### src/rtl/p_hit_feeder.sv
// p_hit_feeder: pops one ray/triangle record from an upstream FWFT FIFO and
// issues it exactly once to each of p_hit's four input FIFO ports.
module p_hit_feeder #(
    parameter int D_BITS   = 32,
    parameter int Q_BITS   = 16,
    parameter int CNT_BITS = 16
) (
    input  logic                           clock,
    input  logic                           reset,
    input  logic signed [3*D_BITS-1:0]     in_tri_normal,
    input  logic signed [3*D_BITS-1:0]     in_v0,
    input  logic signed [3*D_BITS-1:0]     in_origin,
    input  logic signed [3*D_BITS-1:0]     in_dir,
    input  logic                           in_empty,
    output logic                           in_rd_en,
    output logic signed [3*D_BITS-1:0]     tri_normal_1,
    output logic signed [3*D_BITS-1:0]     tri_normal_2,
    output logic signed [3*D_BITS-1:0]     v0,
    output logic signed [3*D_BITS-1:0]     origin_1,
    output logic signed [3*D_BITS-1:0]     origin_2,
    output logic signed [3*D_BITS-1:0]     dir_1,
    output logic signed [3*D_BITS-1:0]     dir_2,
    output logic [3:0]                     out_wr_en,
    input  logic [3:0]                     out_full,
    output logic                           busy,
    output logic [CNT_BITS-1:0]            issued_cnt
);

    localparam logic [0:0] IDLE = 1'b0;
    localparam logic [0:0] SEND = 1'b1;

    // Fixed-point words are carried through untouched; the fraction width only
    // has to be representable inside the word.
    if (Q_BITS > D_BITS) begin : g_q_bits_exceed_word
    end

    logic                       valid_reg;
    logic                       valid_next;
    logic [3:0]                 pending_reg;
    logic [3:0]                 pending_next;
    logic [CNT_BITS-1:0]        cnt_reg;
    logic [CNT_BITS-1:0]        cnt_next;
    logic signed [3*D_BITS-1:0] normal_reg;
    logic signed [3*D_BITS-1:0] v0_reg;
    logic signed [3*D_BITS-1:0] origin_reg;
    logic signed [3*D_BITS-1:0] dir_reg;

    logic [0:0] state;
    logic [3:0] wr_en;
    logic       done;
    logic       pop;

    assign state = valid_reg ? SEND : IDLE;

    // Each port writes independently as soon as it is pending and has room.
    genvar gi;
    generate
        for (gi = 0; gi < 4; gi++) begin : g_port
            assign wr_en[gi] = !reset && (state == SEND) && pending_reg[gi] && !out_full[gi];
        end
    endgenerate

    assign done = valid_reg && ((pending_reg & ~wr_en) == 4'b0000);
    assign pop  = !reset && !in_empty && (!valid_reg || done);

    always_comb begin
        valid_next   = valid_reg;
        pending_next = pending_reg & ~wr_en;
        cnt_next     = cnt_reg;
        if (done) begin
            cnt_next = cnt_reg + 1'b1;
        end
        // A pop on the completing cycle overwrites the finished record directly.
        if (pop) begin
            valid_next   = 1'b1;
            pending_next = 4'b1111;
        end else if (done) begin
            valid_next   = 1'b0;
            pending_next = 4'b0000;
        end
    end

    always_ff @(posedge clock) begin
        if (reset) begin
            valid_reg   <= 1'b0;
            pending_reg <= 4'b0000;
            cnt_reg     <= '0;
            normal_reg  <= '0;
            v0_reg      <= '0;
            origin_reg  <= '0;
            dir_reg     <= '0;
        end else begin
            valid_reg   <= valid_next;
            pending_reg <= pending_next;
            cnt_reg     <= cnt_next;
            if (pop) begin
                normal_reg <= in_tri_normal;
                v0_reg     <= in_v0;
                origin_reg <= in_origin;
                dir_reg    <= in_dir;
            end
        end
    end

    assign in_rd_en     = pop;
    assign out_wr_en    = wr_en;
    assign busy         = valid_reg;
    assign issued_cnt   = cnt_reg;
    assign tri_normal_1 = normal_reg;
    assign tri_normal_2 = normal_reg;
    assign v0           = v0_reg;
    assign origin_1     = origin_reg;
    assign origin_2     = origin_reg;
    assign dir_1        = dir_reg;
    assign dir_2        = dir_reg;

endmodule

### config.mk
export PLATFORM = sky130hd
export DESIGN_NAME = p_hit_feeder
export DESIGN_NICKNAME = d
export VERILOG_FILES = /design/src/rtl/p_hit_feeder.sv
export SDC_FILE = /design/constraint.sdc
export NUM_CORES = 1
export LEC_CHECK = 0
export ABC_CLOCK_PERIOD_IN_PS = 3100
export CAP_MARGIN = 10
export CORE_AREA = 2 2 427 429
export DETAILED_ROUTE_END_ITERATION = 10
export DIE_AREA = 0 0 429 431
export PLACE_DENSITY = 0.3
export SLEW_MARGIN = 20
export SYNTH_ARGS = -nofsm -noshare
export SYNTH_HDL_FRONTEND = slang
export SYNTH_SLANG_ARGS = --single-unit
export TNS_END_PERCENT = 1
### constraint.sdc
create_clock -name clock -period 3.1 [get_ports clock]
set_clock_uncertainty 0.05 [all_clocks]
set_input_delay 0.465 -clock clock [delete_from_list [all_inputs] [get_ports clock]]
set_output_delay 0.465 -clock clock [all_outputs]
set_load 0.1 [all_outputs]
==> results of run 1 <==
power by group:
group	internal, W	switching, W	total [W]
sequential	0.00565	0.000490	0.00614
clock	0.00402	0.00285	0.00688
combinational	0.00212	0.00657	0.00869
total	0.0118	0.00991	0.0217
cell type report:
type	instances	area, sq um
inverter	3	11.3
antenna	7	17.5
clock inverter	14	170
sequential	405	8110
fill	20000	149000
multi-input combinational	858	8440
clock buffer	93	1750
timing repair buffer	1108	9410
tap	2370	2970
synth_stat cells:
library cell	n	area share (%)
dfxtp_1	405	42
nor2b_1	386	12
mux2_4	300	23
buf_4	288	11
mux2_2	85	5.0
clkbuf_1	46	0.89
buf_6	33	1.9
a21oi_1	13	0.34
buf_2	13	0.34
nand2_1	11	0.21
o31ai_1	9	0.35
or4_1	9	0.35
nand3_1	7	0.18
nand2b_1	5	0.16
nand3b_1	4	0.16
nor2_1	4	0.078
nor3b_1	4	0.16
inv_1	3	0.058
o21ai_0	3	0.078
or3_1	3	0.097
a22oi_1	2	0.078
and4_1	2	0.091
nand4_1	2	0.065
a211o_1	1	0.045
and3_1	1	0.032
ha_1	1	0.065
mux2_1	1	0.058
mux2i_1	1	0.052
nor3_1	1	0.026
nor4_4	1	0.11
o41ai_1	1	0.045
xor2_1	1	0.045
layer usage:
metal  vias up  track usage [%]
met3       127             5.11
met2       527             19.2
met4         4             2.58
met5         -                0
li1       6744                -
met1      6920             12.9
kinds of logic (layout without fill, tap and decap cells):
family	after synthesis	count (layout)	share of synthesized area, %
AOI/OAI and AO/OA	29	29	0.932
DFF	405	405	42.0
buffers and inverters	383	1218	14.4
other	0	7	0
muxes	387	387	28.4
xor gates and xnor gates	1	1	0.0453
adders and majority gates	1	1	0.0647
and+or+nand+nor	440	440	14.2
through the flow:
step | cell area (sq um) | total power [W] | hold slack [ns] | setup slack [ns] | utilization, %
global placement | 28900 | 0.0150 | 0.420 | 0.267 | 16.1
finish | 30900 | 0.0217 | 0.242 | 0.488 | 17.1
CTS | 30900 | 0.0222 | 0.173 | 0.381 | 17.1
global route | 30900 | 0.0226 | 0.209 | 0.314 | 17.1
floorplan | 19300 | 0.0130 | 0.418 | -0.944 | -
detailed placement | 28900 | 0.0150 | 0.429 | 0.339 | 16.1
how the worst max path moves through the flow:
stage,cells after the start,endpoint,slack (ns)
after floorplan,2,out_wr_en[0],-0.94
after global placement,7,dir_1[76],0.27
after detailed placement,7,origin_1[31],0.34
after CTS,5,in_rd_en,0.38
after global routing,5,in_rd_en,0.31
final,5,in_rd_en,0.49
worst max-delay path: stages, from the launching register on:
cell and delay, ns:
dfxtp_1 0.35, a22oi_1 0.24, nand2_1 0.13, a211o_4 0.41, inv_1 0.11, buf_12 0.18
==> flow_summary.ini, run 1 <==
[outcome]
status = finished clean

[yosys]
synthDistinctLibCells = 32
syn-num-nets = 2038
synth.cell_area_sq_um = 19300
ys_seq_elements = 405
syn_area_per_cell_sq_um = 11.7
yosysWarningCount = 0
syn_inst = 1646
yosysSeqAreaShare_pct = 42.0

[worst_hold_path]
hp-class = in -> reg
holdCritStartpoint = reset
hold_end = v0[69]
whs_path_depth = 3

[floorplanning]
die_h_microns = 431
dieArea_sq_um = 185000
num_rows = 156
ios = 1085
start_util_pct = 10.7
dieWidth_microns = 429
core_sq_um = 180000

[global_routing]
grt_pass1_wl_microns = 142000
antenna_found_initial = 29
grt.overflow.total = 0
grt_max_degree = 139
grtUsageTotal_pct = 11.3
grt_pass1_vias = 14500

[placed_design]
io_buffers = 1084
dp_hpwl_microns = 89100
place.gp.congestion = 0.772
dp.cells = 4744

[flow_run]
cap_violations = 0

[sta]
period_share_pct = 84.3
setup_tns_ns = 0
worst_pin_slew_ns = 0.923
hold_viol = 0
drv_slew = 0
setup_violations = 0
slew_headroom_pct = 38.5
grt_setup_unrepaired = no
max_clock_freq_mhz = 383
finalCriticalPeriod_ns = 2.61

[cts]
cts_tree = done
cts_hold_buf = 0
clkLatencyLatePin_ns = 0.67
numCtsBuffers = 59
cts_sinks = 405
htreeDepth = 2
cts_buffer_depth = 3
clkSlewWorstSetupHoldPaths_ns = 0.06
root_buffer = clkbuf_16
cts_setup_buffers = 0
cts_resized = 0

[routing]
drc = 0
topRoutingLayerUsed = met5
wl_met2_microns = 54000
vias_per_cell = 2.95
ant_nets = 0
wl_per_cell_microns = 22.6
vias = 14300
dr_wl_met3_microns = 10700
wirelength_microns = 110000
drt_first_pass_iters = 4
wl_met1_microns = 43000
drt_iter0_markers = 511

[cells_and_area]
drive_above_1_share_pct = 48.1
fin_nets = 2827
mostFrequentLayoutCells = buf_4 (709), dfxtp_1 (405), clkdlybuf4s50_1 (389), nor2b_1 (386), mux2_4 (300)
syn_to_final_growth_pct = 59.8
final_cells = 4858
layout_commonest_cell = buf_4

[critical_path]
r2r-end = dir_1[76]
cp-startpoint = pending_reg[0]
arrival_ns = 2.10
r2r-start = pending_reg[0]
worstSetupPathType = reg -> out
reg2regPathDepth = 6
critPathCaptureType = primary output
cp_max_fo = 5
reg2reg_setup_slack_ns = 0.87
worstSetupStartpointType = flop
critPathRequiredTime_ns = 2.58

[pwr]
powerDensity_nw_per_um2 = 703
p_leak_nw = 13.8
peakVddDrop_v = 0.000469
(Power assumes the default switching activity.)
==> inputs of run 2 (changes only) <==
- ABC_CLOCK_PERIOD_IN_PS: 3100 -> 2150
- CORE_AREA: 2 2 427 429 -> 2 2 428 430
- DIE_AREA: 0 0 429 431 -> 0 0 430 432
- clock period: 3.1 -> 2.15 ns (I/O delays scaled with it)
==> run 2 against run 1 <==
  * The run now ends with setup timing left
  * Total power rose by 45%
  * Cell area rose by 2.5%
  * First-iteration DRC count fell by 9.6%
  * Clock-buffer cell count fell by 4
  * Sequential share of layout area fell by 0.60 points
  * Sequential cell count did not move
  * Die area rose by 0.47%
  * Via count rose by 0.51%
  * Cell count rose by 1.4%
  * Worst setup slack got worse by 0.69 ns
  * Global-route usage fell by 0.36 points
==> flow_summary.ini, run 2 (synthesis gave the netlist of run 1 again) <==
[outcome]
status = finished, violations left
violations = setup timing

[global_routing]
grt_pass1_vias = 14500
grtUsageTotal_pct = 10.9
grt_pass1_wl_microns = 138000
grt_max_degree = 66
grt.overflow.total = 0
antenna_found_initial = 29

[cells_and_area]
drive_above_1_share_pct = 50.0
layout_commonest_cell = buf_4
fin_nets = 2875
syn_to_final_growth_pct = 63.9
mostFrequentLayoutCells = buf_4 (730), dfxtp_1 (394), clkdlybuf4s50_1 (389), nor2b_1 (386), mux2_4 (300)

[routing]
drc = 0
wirelength_microns = 107000
drt_first_pass_iters = 4
ant_nets = 0
wl_per_cell_microns = 21.8
vias_per_cell = 2.92
drt_iter0_markers = 462
vias = 14400

[critical_path]
worstSetupPathType = reg -> out
critPathCaptureType = primary output
reg2reg_setup_slack_ns = 0.03
r2r-start = pending_reg[0]
cp_max_fo = 2
crit_path_end = in_rd_en
crit_chain = a22oi_2, nand2_2, a211o_4, buf_16, inv_4, buf_12
slowest_stage = a211o_4
crit_path_max_incr_delay_ns = 0.35
reg2regPathDepth = 7
worstSetupStartpointType = flop
cp-startpoint = pending_reg[0]
r2r-end = origin_1[58]
critPathRequiredTime_ns = 1.78
arrival_ns = 1.98

[sta]
hold_viol = 0
max_clock_freq_mhz = 425
finalCriticalPeriod_ns = 2.35
slew_headroom_pct = 71.1
setup_tns_ns = -0.205
fin_ws_ns = -0.204
drv_slew = 0
setup_violations = 2
worst_pin_slew_ns = 0.434
grt_setup_unrepaired = yes
period_share_pct = 109

[pwr]
powerDensity_nw_per_um2 = 993
p_leak_nw = 14.2
peakVddDrop_v = 0.000556

[cts]
cts_tree = done
clkLatencyLatePin_ns = 0.66
cts_buffer_depth = 3
htreeDepth = 2
root_buffer = clkbuf_16
clkSlewWorstSetupHoldPaths_ns = 0.06
numCtsBuffers = 58
cts_sinks = 405

[placed_design]
place.gp.congestion = 0.764
dp_slack_ns = -0.322
dp_hpwl_microns = 87200
io_buffers = 1084

[floorplanning]
num_rows = 157
die_h_microns = 432
dieArea_sq_um = 186000
core_sq_um = 182000
start_util_pct = 10.6
dieWidth_microns = 430
ios = 1085

[worst_hold_path]
hp-class = in -> reg

[flow_run]
cap_violations = 0
-- run 2: changes by cell type in the layout (fill, tap and decap cells not counted), moves of 2 or more --
cell	before	now
nor3b_1	4	0
buf_16	0	2
a22oi_1	2	0
nor3b_4	0	4
dfxtp_1	405	394
buf_12	9	26
clkbuf_1	19	15
buf_6	0	7
diode_2	7	13
a22oi_2	0	2
buf_4	709	730
dfxtp_2	0	10
-- run 2: final cells by class --
class                   count  area, sq um
inverters                   3         13.8
repair buffers           1157        10100
diodes                     13         32.5
multi-input cells         858         8510
clock inverters            14          184
flip-flops and latches    405         8120
well taps                2385         2980
clock buffers              89         1750
fillers                 20000       150000
-- run 2: worst min-delay path by stage --
stage                 startpoint               end  slack [ns]  depth (start not counted)
3_5_place_dp      issued_cnt[15]    issued_cnt[15]        0.43                          2
3_3_place_gp      issued_cnt[15]    issued_cnt[15]        0.42                          2
5_1_grt        in_tri_normal[21]  tri_normal_1[21]        0.15                          2
2_1_floorplan           in_empty              busy        0.35                          1
6_report       in_tri_normal[74]  tri_normal_1[74]        0.21                          2
4_1_cts        in_tri_normal[52]  tri_normal_1[52]        0.11                          2
-- run 2: metrics by stage --
step	area, sq um	hold slack [ns]	std cells	util [%]	total power (W)
2_1_floorplan	19400	0.354	1646	-	0.0188
3_3_place_gp	29600	0.420	4800	16.3	0.0217
3_5_place_dp	29600	0.426	4800	16.3	0.0217
4_1_cts	31600	0.112	4908	17.4	0.0322
5_1_grt	31600	0.146	4919	17.4	0.0327
6_report	31700	0.213	4924	17.4	0.0314
-- run 2: where the power goes --
group	internal [W]	switching [W]	total, W	leakage (nW)
clock network	0.00583	0.00411	0.00994	0.946
logic	0.00319	0.00940	0.0126	9.88
registers	0.00815	0.000744	0.00890	3.35
-- run 2: timing repair --
item | 4_1_cts | 5_1_grt
resized for setup | 13 | 4
hold buffers | 1 | 0
gates cloned | 1 | 0
pin swaps | 4 | 2
buffers inserted | 3 | 3
hold endpoints to repair | 6 | 0
setup endpoints to repair | 6 | 256
-- run 2: critical path: cells and delay by family (launching register included) --
kind / cells / cell delay, ns
AOI/OAI and AO/OA: 2 / 0.53
buffers and inverters: 3 / 0.35
DFF: 1 / 0.33
and+or+nand+nor: 1 / 0.08
-- run 2: layer usage --
metal / vias up / share of wire [%] / GRT usage (%)
met4: 8 / 2.3 / 3.35
met2: 513 / 50 / 18.7
li1: 6855 / - / -
met5: - / 0.15 / 0.494
met3: 125 / 8.2 / 4.24
met1: 6894 / 39 / 12.4
==> inputs of run 3 (changes only) <==
- ABC_CLOCK_PERIOD_IN_PS: 2150 -> 2910
- CAP_MARGIN: 10 -> 40
- CORE_AREA: 2 2 428 430 -> 2 2 427 429
- DIE_AREA: 0 0 430 432 -> 0 0 429 431
- clock period: 2.15 -> 2.91 ns (I/O delays scaled with it)
==> run 3 against run 2 <==
  * The run now ends clean
  * Total power is 27% lower
  * Sequential share of layout area is 0.48 points higher
  * Worst setup slack better by 0.40 ns
  * Wire length is 2.4% lower
  * Global-route usage is 0.20 points lower
  * Hold slack worse by 0.099 ns
  * Cell area is 2.0% lower
  * Critical path type unchanged
  * Critical path depth stayed put
  * Die area is 0.46% lower
  * Combinational power is 27% lower
  * Clock-buffer cell count is 1 higher
  * Largest power group unchanged
  * Register-to-register slack better by 0.80 ns
==> flow_summary.ini, run 3 (synthesis gave the netlist of run 1 again) <==
[global_routing]
grt_max_degree = 121
grt.overflow.total = 0
grt_pass1_vias = 14500
grt_pass1_wl_microns = 136000
grtUsageTotal_pct = 10.7
antenna_found_initial = 25

[critical_path]
reg2regPathDepth = 6
arrival_ns = 2.23
worstSetupStartpointType = flop
worstSetupPathType = reg -> out
slowest_stage = a211o_4
cp_max_fo = 33
crit_chain = a22oi_2, nand2_1, a211o_4, buf_12, inv_1, buf_12
r2r-start = pending_reg[0]
r2r-end = origin_1[29]
critPathRequiredTime_ns = 2.42
crit_path_max_incr_delay_ns = 0.38
reg2reg_setup_slack_ns = 0.83
critPathCaptureType = primary output
crit_top_cell = buf_12

[routing]
drc = 0
ant_nets = 0
wl_per_cell_microns = 21.6
vias = 14200
wirelength_microns = 105000
vias_per_cell = 2.92
drt_first_pass_iters = 4
drt_iter0_markers = 461

[worst_hold_path]
whs_path_depth = 3
holdCritStartpoint = reset
hp-class = in -> reg
hold_end = pending_reg[1]

[cts]
cts_setup_buffers = 0
cts_resized = 0
root_buffer = clkbuf_16
clkLatencyLatePin_ns = 0.66
cts_hold_buf = 0
cts_buffer_depth = 3
numCtsBuffers = 58
cts_sinks = 405
htreeDepth = 2
clkSlewWorstSetupHoldPaths_ns = 0.06
cts_tree = done

[cells_and_area]
layout_commonest_cell = buf_4
drive_above_1_share_pct = 48.7
fin_nets = 2836
mostFrequentLayoutCells = buf_4 (712), dfxtp_1 (405), clkdlybuf4s50_1 (389), nor2b_1 (386), mux2_4 (300)
syn_to_final_growth_pct = 60.5
regArea_sq_um = 8110
design_area_sq_um = 31000
fillers = 20000
multi_input_area_sq_um = 8470

[placed_design]
io_buffers = 1084
dp_hpwl_microns = 85500
post_dp_cell_area_sq_um = 29100
place.gp.congestion = 0.756

[floorplanning]
dieArea_sq_um = 185000
start_util_pct = 10.7
dieWidth_microns = 429
core_sq_um = 180000
ios = 1085
num_rows = 156
die_h_microns = 431

[pwr]
p_leak_nw = 13.9
powerDensity_nw_per_um2 = 738
peakVddDrop_v = 0.000421

[sta]
worst_pin_slew_ns = 0.896
slew_headroom_pct = 40.3
finalCriticalPeriod_ns = 2.71
hold-worst-slack_ns = 0.114
grt_setup_unrepaired = no
setup_tns_ns = 0
max_clock_freq_mhz = 368
setup_violations = 0
drv_slew = 0
period_share_pct = 93.3
hold_viol = 0

[flow_run]
cap_violations = 0

[outcome]
status = finished clean
-- run 3: changes by cell type in the layout (fill, tap and decap cells not counted), sizes merged --
cell / previous run / this run
clkinv: 9 / 11
clkinvlp: 1 / 3
buf: 766 / 729
diode: 13 / 2
bufinv: 2 / 0
dlygate4sd3: 1 / 0
inv: 5 / 4
-- run 3: area by class of cell --
class | instances | area share (%)
clock buffer | 90 | 5.62
antenna | 2 | 0.0161
clock inverter | 15 | 0.452
multi-input combinational | 858 | 27.3
timing repair buffer | 1118 | 30.9
inverter | 3 | 0.0363
tap | 2370 | 9.56
sequential | 405 | 26.1
-- run 3: metrics by stage --
| step | setup WS (ns) | power (W) | util, % | cells |
|---|---|---|---|---|
| 2_1_floorplan | -0.210 | 0.0139 | - | 1646 |
| 3_3_place_gp | 0.0974 | 0.0160 | 16.2 | 4753 |
| 3_5_place_dp | 0.168 | 0.0160 | 16.2 | 4754 |
| 4_1_cts | 0.0251 | 0.0234 | 17.2 | 4859 |
| 5_1_grt | 0.0478 | 0.0238 | 17.2 | 4860 |
| 6_report | 0.195 | 0.0229 | 17.2 | 4861 |
-- run 3: how the worst max path moves through the flow --
stage                     cells past startpoint           start      endpoint
after floorplan                               2            busy  out_wr_en[0]
final                                         6  pending_reg[0]      in_rd_en
after CTS                                     6  pending_reg[0]      in_rd_en
after global routing                          6  pending_reg[0]      in_rd_en
after detailed placement                      7     out_full[3]  origin_1[51]
after global placement                        7     out_full[3]  origin_1[51]
-- run 3: per-layer routing --
layer	GRT usage (%)	routed length, microns	up-vias
met3	5.20	11100	128
met2	18.5	51800	521
met1	11.9	39900	6783
met5	0	11	-
met4	2.32	2020	2
li1	-	-	6744
-- run 3: report_power, final --
group,switching [W],internal (W)
clock network,0.00301,0.00411
registers,0.000523,0.00602
logic,0.00695,0.00228
total,0.0105,0.0124
-- run 3: worst max-delay path, delay by kind of cell (launching register included) --
| kind | cells | cell delay, ns |
|---|---|---|
| AOI/OAI and AO/OA | 2 | 0.57 |
| DFF | 1 | 0.35 |
| buffers and inverters | 3 | 0.52 |
| and+or+nand+nor | 1 | 0.12 |
==> edit, RTL diff (flow settings as in run 3) <==
Set the parameter `D_BITS` to 16 (it was 32).
--- a/src/rtl/p_hit_feeder.sv
+++ b/src/rtl/p_hit_feeder.sv
@@ -2,5 +2,5 @@
 // issues it exactly once to each of p_hit's four input FIFO ports.
 module p_hit_feeder #(
-    parameter int D_BITS   = 32,
+    parameter int D_BITS   = 16,
     parameter int Q_BITS   = 16,
     parameter int CNT_BITS = 16
Ports: changed (11 resized); port bits go from 1085 to 557. No check against the original RTL was run, so the function may have changed too.
==> edit against run 3 <==
  * Die area did not move
  * Largest cell class unchanged
  * Worst setup slack improved by 34 ps
  * Total power fell by 46%
  * Sequential share of layout area fell by 2.1 points
  * Sequential cell count fell by 192
  * Maximum frequency rose by 1.3%
  * Critical endpoint unchanged
  * Synthesized area fell by 48%
  * Routed wire length fell by 52%
  * Critical path depth did not move
  * Cell area fell by 43%
==> edit: results (changes against run 3) <==
| Metric | Value |
|---|---|
| RePlAce Congestion | `0.739 (-2.3%)` |
| Crit-path max FO | `20 (-39%)` |
| Htree depth | `2 (unchanged)` |
| Placed insts | `3632 (-24%)` |
| Measured slew at the worst slew-check pin | `747 ps (-149 ps)` |
| Maximum root-to-sink buffer count | `3 (unchanged)` |
| Initial antenna violation count | `7 (-72%)` |
| List of most frequent post-synthesis cells | `dfxtp_1, nor2b_1, buf_4` |
| Pre-CTS WS | `178 ps (+9.96 ps)` |
| Worst skew pair latency | `560 ps (-100 ps)` |
| Wire length per cell | `13.5 um (-37%)` |
| Clock transition at the registers of the reported paths | `60 ps (about the same)` |
| Clock Tree Root | `clkbuf_16` |
| P_leak | `7.17 nW (-48%)` |
| Peak VDD IR | `293 uV (-30%)` |
| Detailed Routing Iterations Pass 1 | `4 (unchanged)` |
| Non-filler instance count after layout | `3693 (-24%)` |
| Mux share of post-synthesis cell area | `26.3% (-2.1 points)` |
| Post-Synth Adder-Cell Area | `0.124% (+0.059 points)` |
| First-pass GRT wire length | `65400 um (-52%)` |
| Worst Path Arrival | `2190 ps (-40 ps)` |
| Post-Syn Nets | `1085 (-47%)` |
| NumNets Final | `1500 (-47%)` |
| Yosys cell types | `34 (+6.3%)` |
| Pin count of the biggest net entering global routing | `114 (-5.8%)` |
| Port bufs | `556 (-49%)` |
| Compound-Gate Fraction of Synth Area | `2.08% (+1.2 points)` |
| Status | `completed` |
| Ys async rst share | `0% (unchanged)` |
| GRT Total Usage | `5.12% (-5.6 points)` |
| Seq/Total Area, Yosys | `42.3% (+0.32 points)` |
| Main synth FF type | `dfxtp_1` |
| Layout cell share with drive strength beyond 1 | `47.3% (-1.3 points)` |
| Setup Buffers After CTS | `0 (unchanged)` |
| Hold buffers post-CTS | `0 (unchanged)` |
| Cells after synthesis | `885 (-46%)` |
| Post_cts resized | `0 (unchanged)` |
| Main area contributors after synthesis | `dfxtp_1, mux2_4, nor2b_1, buf_4, mux2_2` |
| Initial DRC count | `234 (-49%)` |
| Synth Warn # | `0 (unchanged)` |
| Num CTS Buffers | `36 (-38%)` |
| Critical path class | `input port to output pin` |
| Via count | `7472 (-47%)` |
| Synth Area in XOR/XNOR | `0.0868% (+0.042 points)` |
| Type of the worst min-delay path | `input port to register` |
| Detailed Place HPWL | `38700 um (-55%)` |
==> edit: cell count changes in the layout (fill, tap and decap cells not counted), moves of 22 or more <==
cell             before  now
buf_4               712  363
nor2b_1             386  193
mux2_4              300  125
dfxtp_1             405  213
clkdlybuf4s50_1     389  197
clkbuf_16            59   37
==> edit: critical path: stages <==
cell and delay, ps:
clkdlybuf4s50_1 470, a22oi_2 230, nand2_1 120, a211o_4 520
inv_1 190, buf_12 190
==> edit: worst paths after layout <==
| kind | to | startpoint | cells past startpoint | slack (ps) |
|---|---|---|---|---|
| setup / recovery | in_rd_en | out_full[1] | 6 | 230 |
| hold / removal | tri_normal_1[15]$_SDFFE_PP0P_ | reset | 3 | 370 |
| setup reg to reg | origin_1[47]$_SDFFE_PP0P_ | pending_reg[1]$_SDFF_PP0_ | 5 | 840 |
| hold reg to reg | issued_cnt[11]$_SDFFE_PP0P_ | issued_cnt[11]$_SDFFE_PP0P_ | 2 | 450 |
==> edit: layout make-up <==
class | instances | area [um2]
well taps | 2370 | 2970
flip-flops and latches | 213 | 4260
repair buffers | 572 | 4930
inverters | 4 | 15.0
clock buffers | 49 | 1000
fillers | 20700 | 162000
clock inverters | 10 | 141
diodes | 2 | 5.00
multi-input cells | 473 | 4440
==> edit: power breakdown <==
group	internal [W]	switching [W]
Sequential	0.00316	0.000254
Clock	0.00267	0.00174
Combinational	0.00114	0.00343
Total	0.00696	0.00542
==> edit: layer usage <==
| layer | vias up | share of wire (%) | track usage, % |
|---|---|---|---|
| met1 | 3658 | 38 | 5.54 |
| met5 | - | 0 | 0 |
| met4 | 0 | 3.2 | 2.13 |
| met3 | 61 | 3.7 | 1.14 |
| li1 | 3631 | - | - |
| met2 | 122 | 55 | 9.52 |
==> edit: cells by family after synthesis <==
kind of cell / Yosys count
XOR/XNOR: 1
AO/OA/AOI/OAI: 31
multiplexers: 194
buffers and inverters: 199
flip-flops: 213
AND/OR/NAND/NOR: 246
adder cells (fa/ha/maj): 1
==> edit: through the flow <==
| stage | hold WS (ps) | cell area, um2 |
|---|---|---|
| floorplan | 437 | 10100 |
| global placement | 431 | 16600 |
| detailed placement | 438 | 16600 |
| CTS | 311 | 17800 |
| global route | 347 | 17800 |
| finish | 366 | 17800 |
